$ cat src/rtl/edge_event_capture_pkg.sv
// Package edge_event_pkg: shared types and constants for the multi-channel
// edge event capture block.
//   MODE_W       width of one channel's mode field in i_mode
//   edge_mode_e  per-channel edge selection (off / rise / fall / both)
package edge_event_pkg;

    localparam int MODE_W = 2;

    typedef enum logic [MODE_W-1:0] {
        EDGE_OFF  = 2'd0,
        EDGE_RISE = 2'd1,
        EDGE_FALL = 2'd2,
        EDGE_BOTH = 2'd3
    } edge_mode_e;

endpackage

$ cat src/rtl/edge_event_capture_if.sv
// edge_event_capture_if: groups the channel-vector signals of edge_event_capture.
//   i_data    raw channel inputs (NUM_CH)
//   i_mode    per-channel mode, channel c at [2c+1:2c]
//   i_clr     write-1-to-clear strobe per channel
//   o_pulse   one-cycle qualified edge pulses
//   o_pending sticky event flags
//   o_irq     OR of all pending flags, registered
//   o_cnt     per-channel event counters, present only with EDGE_EVENT_CNT_EN
// slave modport is the design side, master modport the driver side.
interface edge_event_capture_if
    import edge_event_pkg::*;
#(
    parameter int NUM_CH = 8,
    parameter int CNT_W  = 8
);
    logic [NUM_CH-1:0]        i_data;
    logic [MODE_W*NUM_CH-1:0] i_mode;
    logic [NUM_CH-1:0]        i_clr;
    logic [NUM_CH-1:0]        o_pulse;
    logic [NUM_CH-1:0]        o_pending;
    logic                     o_irq;
`ifdef EDGE_EVENT_CNT_EN
    logic [NUM_CH*CNT_W-1:0]  o_cnt;
`endif

    modport slave (
        input  i_data,
        input  i_mode,
        input  i_clr,
`ifdef EDGE_EVENT_CNT_EN
        output o_cnt,
`endif
        output o_pulse,
        output o_pending,
        output o_irq
    );

    modport master (
        output i_data,
        output i_mode,
        output i_clr,
`ifdef EDGE_EVENT_CNT_EN
        input  o_cnt,
`endif
        input  o_pulse,
        input  o_pending,
        input  o_irq
    );
endinterface

$ cat src/rtl/edge_event_ch.sv
// edge_event_ch: one channel of the edge event capture block.
// Synchroniser (SYNC_STAGES flops, bypassed when 0), stability filter
// (a new level must persist FILTER_CYCLES cycles before it is accepted),
// mode-qualified edge detection, registered pulse and sticky pending flag.
// Optional saturating event counter when EDGE_EVENT_CNT_EN is defined.
// Ports:
//   i_clk, i_rst_n   clock, asynchronous active-low reset
//   i_data           raw channel input
//   i_mode           edge selection for this channel
//   i_clr            clear strobe for pending flag (and counter)
//   o_pulse          one-cycle pulse per qualified edge
//   o_pending        sticky event flag
//   o_pending_next   next-state of the pending flag, for the shared irq flop
//   o_cnt            event counter (EDGE_EVENT_CNT_EN only)
module edge_event_ch
    import edge_event_pkg::*;
#(
    parameter int SYNC_STAGES   = 2,
    parameter int FILTER_CYCLES = 1,
    parameter int CNT_W         = 8
) (
    input  logic       i_clk,
    input  logic       i_rst_n,
    input  logic       i_data,
    input  edge_mode_e i_mode,
    input  logic       i_clr,
`ifdef EDGE_EVENT_CNT_EN
    output logic [CNT_W-1:0] o_cnt,
`endif
    output logic       o_pulse,
    output logic       o_pending,
    output logic       o_pending_next
);

    localparam int FW = $clog2(FILTER_CYCLES + 1);
    localparam logic [FW-1:0] F_LAST = FW'(FILTER_CYCLES - 1);

    logic s_s;

    generate
        if (SYNC_STAGES == 0) begin : g_nosync
            assign s_s = i_data;
        end else begin : g_sync
            logic [SYNC_STAGES-1:0] sync_q;
            logic [SYNC_STAGES-1:0] sync_d;

            // Shift the raw input in at bit 0; the top bit is the synchronised level.
            always_comb begin
                sync_d = (sync_q << 1'b1) | SYNC_STAGES'(i_data);
            end

            // Synchroniser chain flops.
            always_ff @(posedge i_clk or negedge i_rst_n) begin
                if (!i_rst_n) begin
                    sync_q <= {SYNC_STAGES{1'b0}};
                end else begin
                    sync_q <= sync_d;
                end
            end

            assign s_s = sync_q[SYNC_STAGES-1];
        end
    endgenerate

    logic          lvl_q, lvl_d;
    logic [FW-1:0] f_q, f_d;
    logic          pulse_q, pulse_d;
    logic          pending_q, pending_d;
    logic          accept_s, rise_s, fall_s, q_s;

    // Filter: count consecutive cycles the synchronised level disagrees with the
    // accepted level; accept on the FILTER_CYCLES-th such cycle.
    always_comb begin
        lvl_d    = lvl_q;
        f_d      = f_q;
        accept_s = 1'b0;
        if (s_s == lvl_q) begin
            f_d = {FW{1'b0}};
        end else if (f_q == F_LAST) begin
            accept_s = 1'b1;
            lvl_d    = s_s;
            f_d      = {FW{1'b0}};
        end else begin
            f_d = f_q + FW'(1);
        end
    end

    // Edge qualification by mode, then pulse and sticky pending next-state.
    // An edge in the same cycle as a clear wins, so no event is lost.
    always_comb begin
        rise_s = accept_s & s_s;
        fall_s = accept_s & ~s_s;
        case (i_mode)
            EDGE_OFF:  q_s = 1'b0;
            EDGE_RISE: q_s = rise_s;
            EDGE_FALL: q_s = fall_s;
            EDGE_BOTH: q_s = rise_s | fall_s;
            default:   q_s = 1'b0;
        endcase
        pulse_d   = q_s;
        pending_d = q_s | (pending_q & ~i_clr);
    end

    // Level, filter, pulse and pending flops.
    always_ff @(posedge i_clk or negedge i_rst_n) begin
        if (!i_rst_n) begin
            lvl_q     <= 1'b0;
            f_q       <= {FW{1'b0}};
            pulse_q   <= 1'b0;
            pending_q <= 1'b0;
        end else begin
            lvl_q     <= lvl_d;
            f_q       <= f_d;
            pulse_q   <= pulse_d;
            pending_q <= pending_d;
        end
    end

    assign o_pulse        = pulse_q;
    assign o_pending      = pending_q;
    assign o_pending_next = pending_d;

`ifdef EDGE_EVENT_CNT_EN
    logic [CNT_W-1:0] cnt_q, cnt_d;

    // Saturating event counter; a clear coinciding with an edge leaves a count of 1.
    always_comb begin
        if (i_clr) begin
            cnt_d = q_s ? CNT_W'(1) : {CNT_W{1'b0}};
        end else if (q_s && (cnt_q != {CNT_W{1'b1}})) begin
            cnt_d = cnt_q + CNT_W'(1);
        end else begin
            cnt_d = cnt_q;
        end
    end

    // Event counter flop.
    always_ff @(posedge i_clk or negedge i_rst_n) begin
        if (!i_rst_n) begin
            cnt_q <= {CNT_W{1'b0}};
        end else begin
            cnt_q <= cnt_d;
        end
    end

    assign o_cnt = cnt_q;
`endif

endmodule

$ cat src/rtl/edge_event_capture.sv
// edge_event_capture: multi-channel edge detector with per-channel
// synchroniser, stability filter, runtime mode, event pulse and sticky flag.
// Optional feature macro: EDGE_EVENT_CNT_EN adds per-channel saturating
// event counters on o_cnt; without it o_cnt does not exist.
// Ports:
//   i_clk    single clock, posedge
//   i_rst_n  asynchronous active-low reset
//   bus      edge_event_capture_if.slave: i_data, i_mode, i_clr in;
//            o_pulse, o_pending, o_irq (and o_cnt) out
module edge_event_capture
    import edge_event_pkg::*;
#(
    parameter int NUM_CH        = 8,
    parameter int SYNC_STAGES   = 2,
    parameter int FILTER_CYCLES = 1,
    parameter int CNT_W         = 8
) (
    input  logic i_clk,
    input  logic i_rst_n,
    edge_event_capture_if.slave bus
);

    logic [NUM_CH-1:0] pulse_s;
    logic [NUM_CH-1:0] pending_s;
    logic [NUM_CH-1:0] pending_next_s;
`ifdef EDGE_EVENT_CNT_EN
    logic [NUM_CH*CNT_W-1:0] cnt_s;
`endif

    generate
        for (genvar c = 0; c < NUM_CH; c++) begin : g_ch
            edge_event_ch #(
                .SYNC_STAGES   (SYNC_STAGES),
                .FILTER_CYCLES (FILTER_CYCLES),
                .CNT_W         (CNT_W)
            ) u_ch (
                .i_clk          (i_clk),
                .i_rst_n        (i_rst_n),
                .i_data         (bus.i_data[c]),
                .i_mode         (edge_mode_e'(bus.i_mode[MODE_W*c +: MODE_W])),
                .i_clr          (bus.i_clr[c]),
`ifdef EDGE_EVENT_CNT_EN
                .o_cnt          (cnt_s[CNT_W*c +: CNT_W]),
`endif
                .o_pulse        (pulse_s[c]),
                .o_pending      (pending_s[c]),
                .o_pending_next (pending_next_s[c])
            );
        end
    endgenerate

    logic irq_q, irq_d;

    // irq follows the next pending state so it rises with o_pending, not a cycle later.
    always_comb begin
        irq_d = |pending_next_s;
    end

    // Interrupt flop.
    always_ff @(posedge i_clk or negedge i_rst_n) begin
        if (!i_rst_n) begin
            irq_q <= 1'b0;
        end else begin
            irq_q <= irq_d;
        end
    end

    assign bus.o_pulse   = pulse_s;
    assign bus.o_pending = pending_s;
    assign bus.o_irq     = irq_q;
`ifdef EDGE_EVENT_CNT_EN
    assign bus.o_cnt     = cnt_s;
`endif

endmodule

$ cat src/flat_wrapper.sv
// flat-port wrapper written by rule: the top's interface ports become plain ports
module edge_event_capture_flat import edge_event_pkg::*;
#(
    parameter int NUM_CH        = 8,
    parameter int SYNC_STAGES   = 2,
    parameter int FILTER_CYCLES = 1,
    parameter int CNT_W         = 8
)
  (i_clk, i_rst_n, bus_i_data, bus_i_mode, bus_i_clr, bus_o_pulse, bus_o_pending, bus_o_irq);
  edge_event_capture_if #(.NUM_CH(NUM_CH), .CNT_W(CNT_W)) bus_i ();
  input  logic i_clk;
  input  logic i_rst_n;
  input wire logic [$bits(bus_i.i_data)-1:0] bus_i_data;
  input wire logic [$bits(bus_i.i_mode)-1:0] bus_i_mode;
  input wire logic [$bits(bus_i.i_clr)-1:0] bus_i_clr;
  output wire logic [$bits(bus_i.o_pulse)-1:0] bus_o_pulse;
  output wire logic [$bits(bus_i.o_pending)-1:0] bus_o_pending;
  output wire logic [$bits(bus_i.o_irq)-1:0] bus_o_irq;
  assign bus_i.i_data = bus_i_data;
  assign bus_i.i_mode = bus_i_mode;
  assign bus_i.i_clr = bus_i_clr;
  assign bus_o_pulse = bus_i.o_pulse;
  assign bus_o_pending = bus_i.o_pending;
  assign bus_o_irq = bus_i.o_irq;
  edge_event_capture #(.NUM_CH(NUM_CH), .SYNC_STAGES(SYNC_STAGES), .FILTER_CYCLES(FILTER_CYCLES), .CNT_W(CNT_W)) u_core (.i_clk(i_clk), .i_rst_n(i_rst_n), .bus(bus_i));
endmodule
$ cat config.mk
export PLATFORM = sky130hd
export DESIGN_NAME = edge_event_capture_flat
export DESIGN_NICKNAME = d
export VERILOG_FILES = /design/src/rtl/edge_event_capture_pkg.sv /design/src/rtl/edge_event_capture_if.sv /design/src/rtl/edge_event_ch.sv /design/src/rtl/edge_event_capture.sv /design/src/flat_wrapper.sv
export SDC_FILE = /design/constraint.sdc
export NUM_CORES = 1
export LEC_CHECK = 0
export BUFFER_PORTS_ARGS = -buffer_cell sky130_fd_sc_hd__buf_2
export CAP_MARGIN = 20
export CORE_MARGIN = 1
export CORE_UTILIZATION = 54
export DETAILED_ROUTE_END_ITERATION = 16
export PLACE_DENSITY = 0.83
export REMOVE_ABC_BUFFERS = 1
export SYNTH_ARGS = -nofsm -noshare
export SYNTH_HDL_FRONTEND = slang
export SYNTH_HIERARCHICAL = 1
export SYNTH_SLANG_ARGS = --single-unit
export TNS_END_PERCENT = 20
$ cat constraint.sdc
create_clock -name i_clk -period 2.4 [get_ports i_clk]
set_input_delay 0.12 -clock i_clk [delete_from_list [all_inputs] [get_ports i_clk]]
set_output_delay 0.12 -clock i_clk [all_outputs]
set_load 0.1 [all_outputs]
==> impl_metrics.csv <==
group,metric,value,unit
status,outcome,"finished clean",
floorplan,core,0.003028,mm²
cells_and_area,diodes,0,
global_route,grt_use_met3,0.04835,
floorplan,dieArea,0.003421,mm²
synth,synthFlopType,"dfrtp_1",
synth,synth_area_per_cell,12.31,µm²
sta,relSlewSlack,0.4232,
routing,num_vias,1283,
sta,setup_tns,0,ns
setup_path,reg2reg_to,"u_core/bus.o_irq",
cells_and_area,fillers,214,
synth,synth_top_area_frac,0.5955,
routing,first_pass_iters,4,
synth,synth.most_common_cell,"dfrtp_1",
sta,rsz0062_at_grt,"false",
place,gp_congestion,0.6716,
setup_path,ff2ff_setup_slack,0.81,ns
cts,htreeDepth,2,
cells_and_area,nets,271,
cts,cts.root.buffer_cell,"clkbuf_4",
global_route,grt-busiest-layer,"met2",
power_and_ir_drop,power_leakage,1.183,nW
setup_path,critPathTopFamily,"simple AND/OR/NAND/NOR gates",
sta,slew_viol_final,0,
place,port_buffers,50,
setup_path,start_kind,"flop",
synth,yosys_register_bits,41,
cts,insertion_delay,0.36,ns
cts,cts.reportedPaths.clkPinSlew,0.12,ns
setup_path,critPathBufInv,0,
setup_path,cp.required,2.66,ns
min_path,hold_start,"bus_i_clr[2]",
synth,synth_edf_count,0,
global_route,grt_usage,0.2352,
synth,ys_types,9,
routing,wl_per_cell,12.88,µm
global_route,grt_max_degree,42,
sta,tightest_slew,0.8652,ns
cells_and_area,seq_area,0.001026,mm²
power_and_ir_drop,cellPowerDensity,1052,mW/mm²
floorplan,io_pins,51,
sta,worst_slack,0.8063,ns
sta,fin_crit_sh,0.6640,
cells_and_area,area.growth.synth_to_final,35.44,%
global_route,grtUsageMet2,0.4335,
global_route,grtUsageMet1,0.2489,
power_and_ir_drop,peakVddDrop,0.6356,mV
min_path,whs_path_depth,2,
cts,cts_buffers,5,
synth,synthArstFlopShare,1.000,
place,placed_area,0.002028,mm²
synth,netlist_top_cells_count,"dfrtp_1, nand2_1, inv_1, ha_1",
synth,synth_warnings,6,
sta,fmax,627.5,MHz
cts,cts_tree,"done",
setup_path,cp_max_fo,3,
synth,synth_largest_area_cell,"dfrtp_1",
synth,synth_area,0.001723,mm²
setup_path,crit_slowest_cell,"dfrtp_1",
routing,drc_errors,0,
setup_path,r2r_start,"u_core/g_ch[7].u_ch/lvl_q",
setup_path,worstPathCellList,"ha_1 -> nand2_1 -> o211ai_2 -> o221ai_2 -> nor4_1 -> nand2_1",
setup_path,rr_worst_depth,6,
sta,skew,0.01185,ns
synth,synthCells,140,
setup_path,cpMostUsedCell,"nand2_1",
cells_and_area,design_area,0.002333,mm²
place,dp_worst_setup_slack,0.8449,ns
floorplan,fp.dieW,58.49,µm
sta,period_minus_slack,1.594,ns
min_path,min_path_type,"input port to flop",
cts,clockBufferDepth,2,
sta,hold_ws,0.004110,ns
global_route,grt_pass1_wl,5713,µm
synth,netlist_top_cells_area,"dfrtp_1, ha_1, o221ai_2",
sta,setup_viol,0,
flow_run,maxCapViolations,0,
setup_path,crit_type,"flop to flop",
global_route,grt_pass1_vias,1329,
setup_path,crit_arrival,1.85,ns
cells_and_area,drive_gt1_frac,0.3333,
routing,ant_nets,0,
cts,postCtsSetupBuffers,0,
floorplan,row_count,20,
routing,viasPerCell,4.823,
synth,ys_seq_area_frac,0.5955,
global_route,overflow,0,
routing,drt_wl_total,3425,µm
min_path,hold_end,"u_core/g_ch[2].u_ch/o_pending",
cts,cts.sinks,41,
cells_and_area,multiInputGateArea,606.8,µm²
setup_path,crit_path_end_kind,"flop",
sta,hold_viol,0,
place,post-dp-hpwl,2371,µm
global_route,grt_antenna_before_repair,0,
floorplan,initial_core_util,0.5690,
floorplan,die_h,58.49,µm
setup_path,crit_path_max_incr_delay,0.43,ns
routing,drt_iter0_markers,34,
-- how the worst max path moves through the flow --
stage | from | end | slack [ns] | cells past startpoint
2_1_floorplan | u_core/g_ch[5].u_ch/o_pending | u_core/bus.o_irq | 0.93 | 4
3_3_place_gp | u_core/g_ch[5].u_ch/lvl_q | u_core/bus.o_irq | 0.89 | 6
3_5_place_dp | u_core/g_ch[5].u_ch/g_sync.sync_q[1] | u_core/bus.o_irq | 0.84 | 7
4_1_cts | u_core/g_ch[7].u_ch/lvl_q | u_core/bus.o_irq | 0.82 | 6
5_1_grt | u_core/g_ch[4].u_ch/lvl_q | u_core/bus.o_irq | 0.68 | 6
6_report | u_core/g_ch[7].u_ch/lvl_q | u_core/bus.o_irq | 0.81 | 6
-- metal layers --
layer | part of all wire | wire [µm] | vias to the layer above
li1 | - | - | 631
met1 | 0.37 | 1277 | 607
met2 | 0.56 | 1933 | 37
met3 | 0.040 | 138 | 8
met4 | 0.022 | 75 | 0
met5 | 0 | 0 | -
-- through the flow --
| step | instances | utilization | power, W |
|---|---|---|---|
| after global routing | 266 | 0.7707 | 0.002593 |
| final | 266 | 0.7707 | 0.002455 |
| after detailed placement | 234 | 0.6698 | 0.002060 |
| after floorplan | 140 | - | 0.001829 |
| after global placement | 234 | 0.6698 | 0.002002 |
| after CTS | 266 | 0.7707 | 0.002455 |
-- registers in the layout (all words and copies together), names as in the netlist --
register	cells
u_core/g_ch.u_ch/g_sync.sync_q	16
u_core/g_ch.u_ch/lvl_q	8
u_core/g_ch.u_ch/o_pulse	8
u_core/g_ch.u_ch/o_pending	8
u_core/bus.o_irq	1
-- cell usage in the layout, fill, tap and decap left out --
cell,instances
buf_2,50
dfrtp_1,41
nand2_1,25
dlygate4sd3_1,24
inv_1,24
ha_1,16
o211ai_2,8
o21ai_1,8
o221ai_2,8
o21ai_0,8
clkbuf_4,5
nor4_1,2
clkinv_4,1
clkinv_2,1
clkbuf_8,1
-- power by group --
group / internal [W] / switching [W]
clock network: 0.000143 / 0.000229
registers: 0.000844 / 0.0000926
logic: 0.000281 / 0.000866
-- worst register-to-register path, delay by kind of cell (launching register included) --
family | cells | cell delay, ns
flops | 1 | 0.43
compound gates | 2 | 0.23
fa+ha+maj | 1 | 0.33
simple gates | 3 | 0.50
-- layout make-up --
cell class                 count  share of cell area
multi-input combinational     75              0.2601
clock buffer                   6             0.02198
tap                           44             0.02359
clock inverter                 2            0.005898
sequential                    41              0.4397
timing repair buffer          74              0.2102
inverter                      24             0.03861
-- kinds of logic (layout without fill, tap and decap cells) --
family	after synthesis	count (layout)	share of synthesized area
DFF	41	41	0.5955
and+or+nand+nor	27	27	0.06173
adders and majority gates	16	16	0.1162
AOI/OAI and AO/OA	32	32	0.1743
buffers and inverters	24	106	0.05229
-- repair_timing --
item | 4_1_cts | 5_1_grt
hold buffers | 24 | 0
gates resized for setup | 0 | 0
endpoints found under the hold margin | 64 | 0
Note: power is estimated with default switching activity, not from simulation.
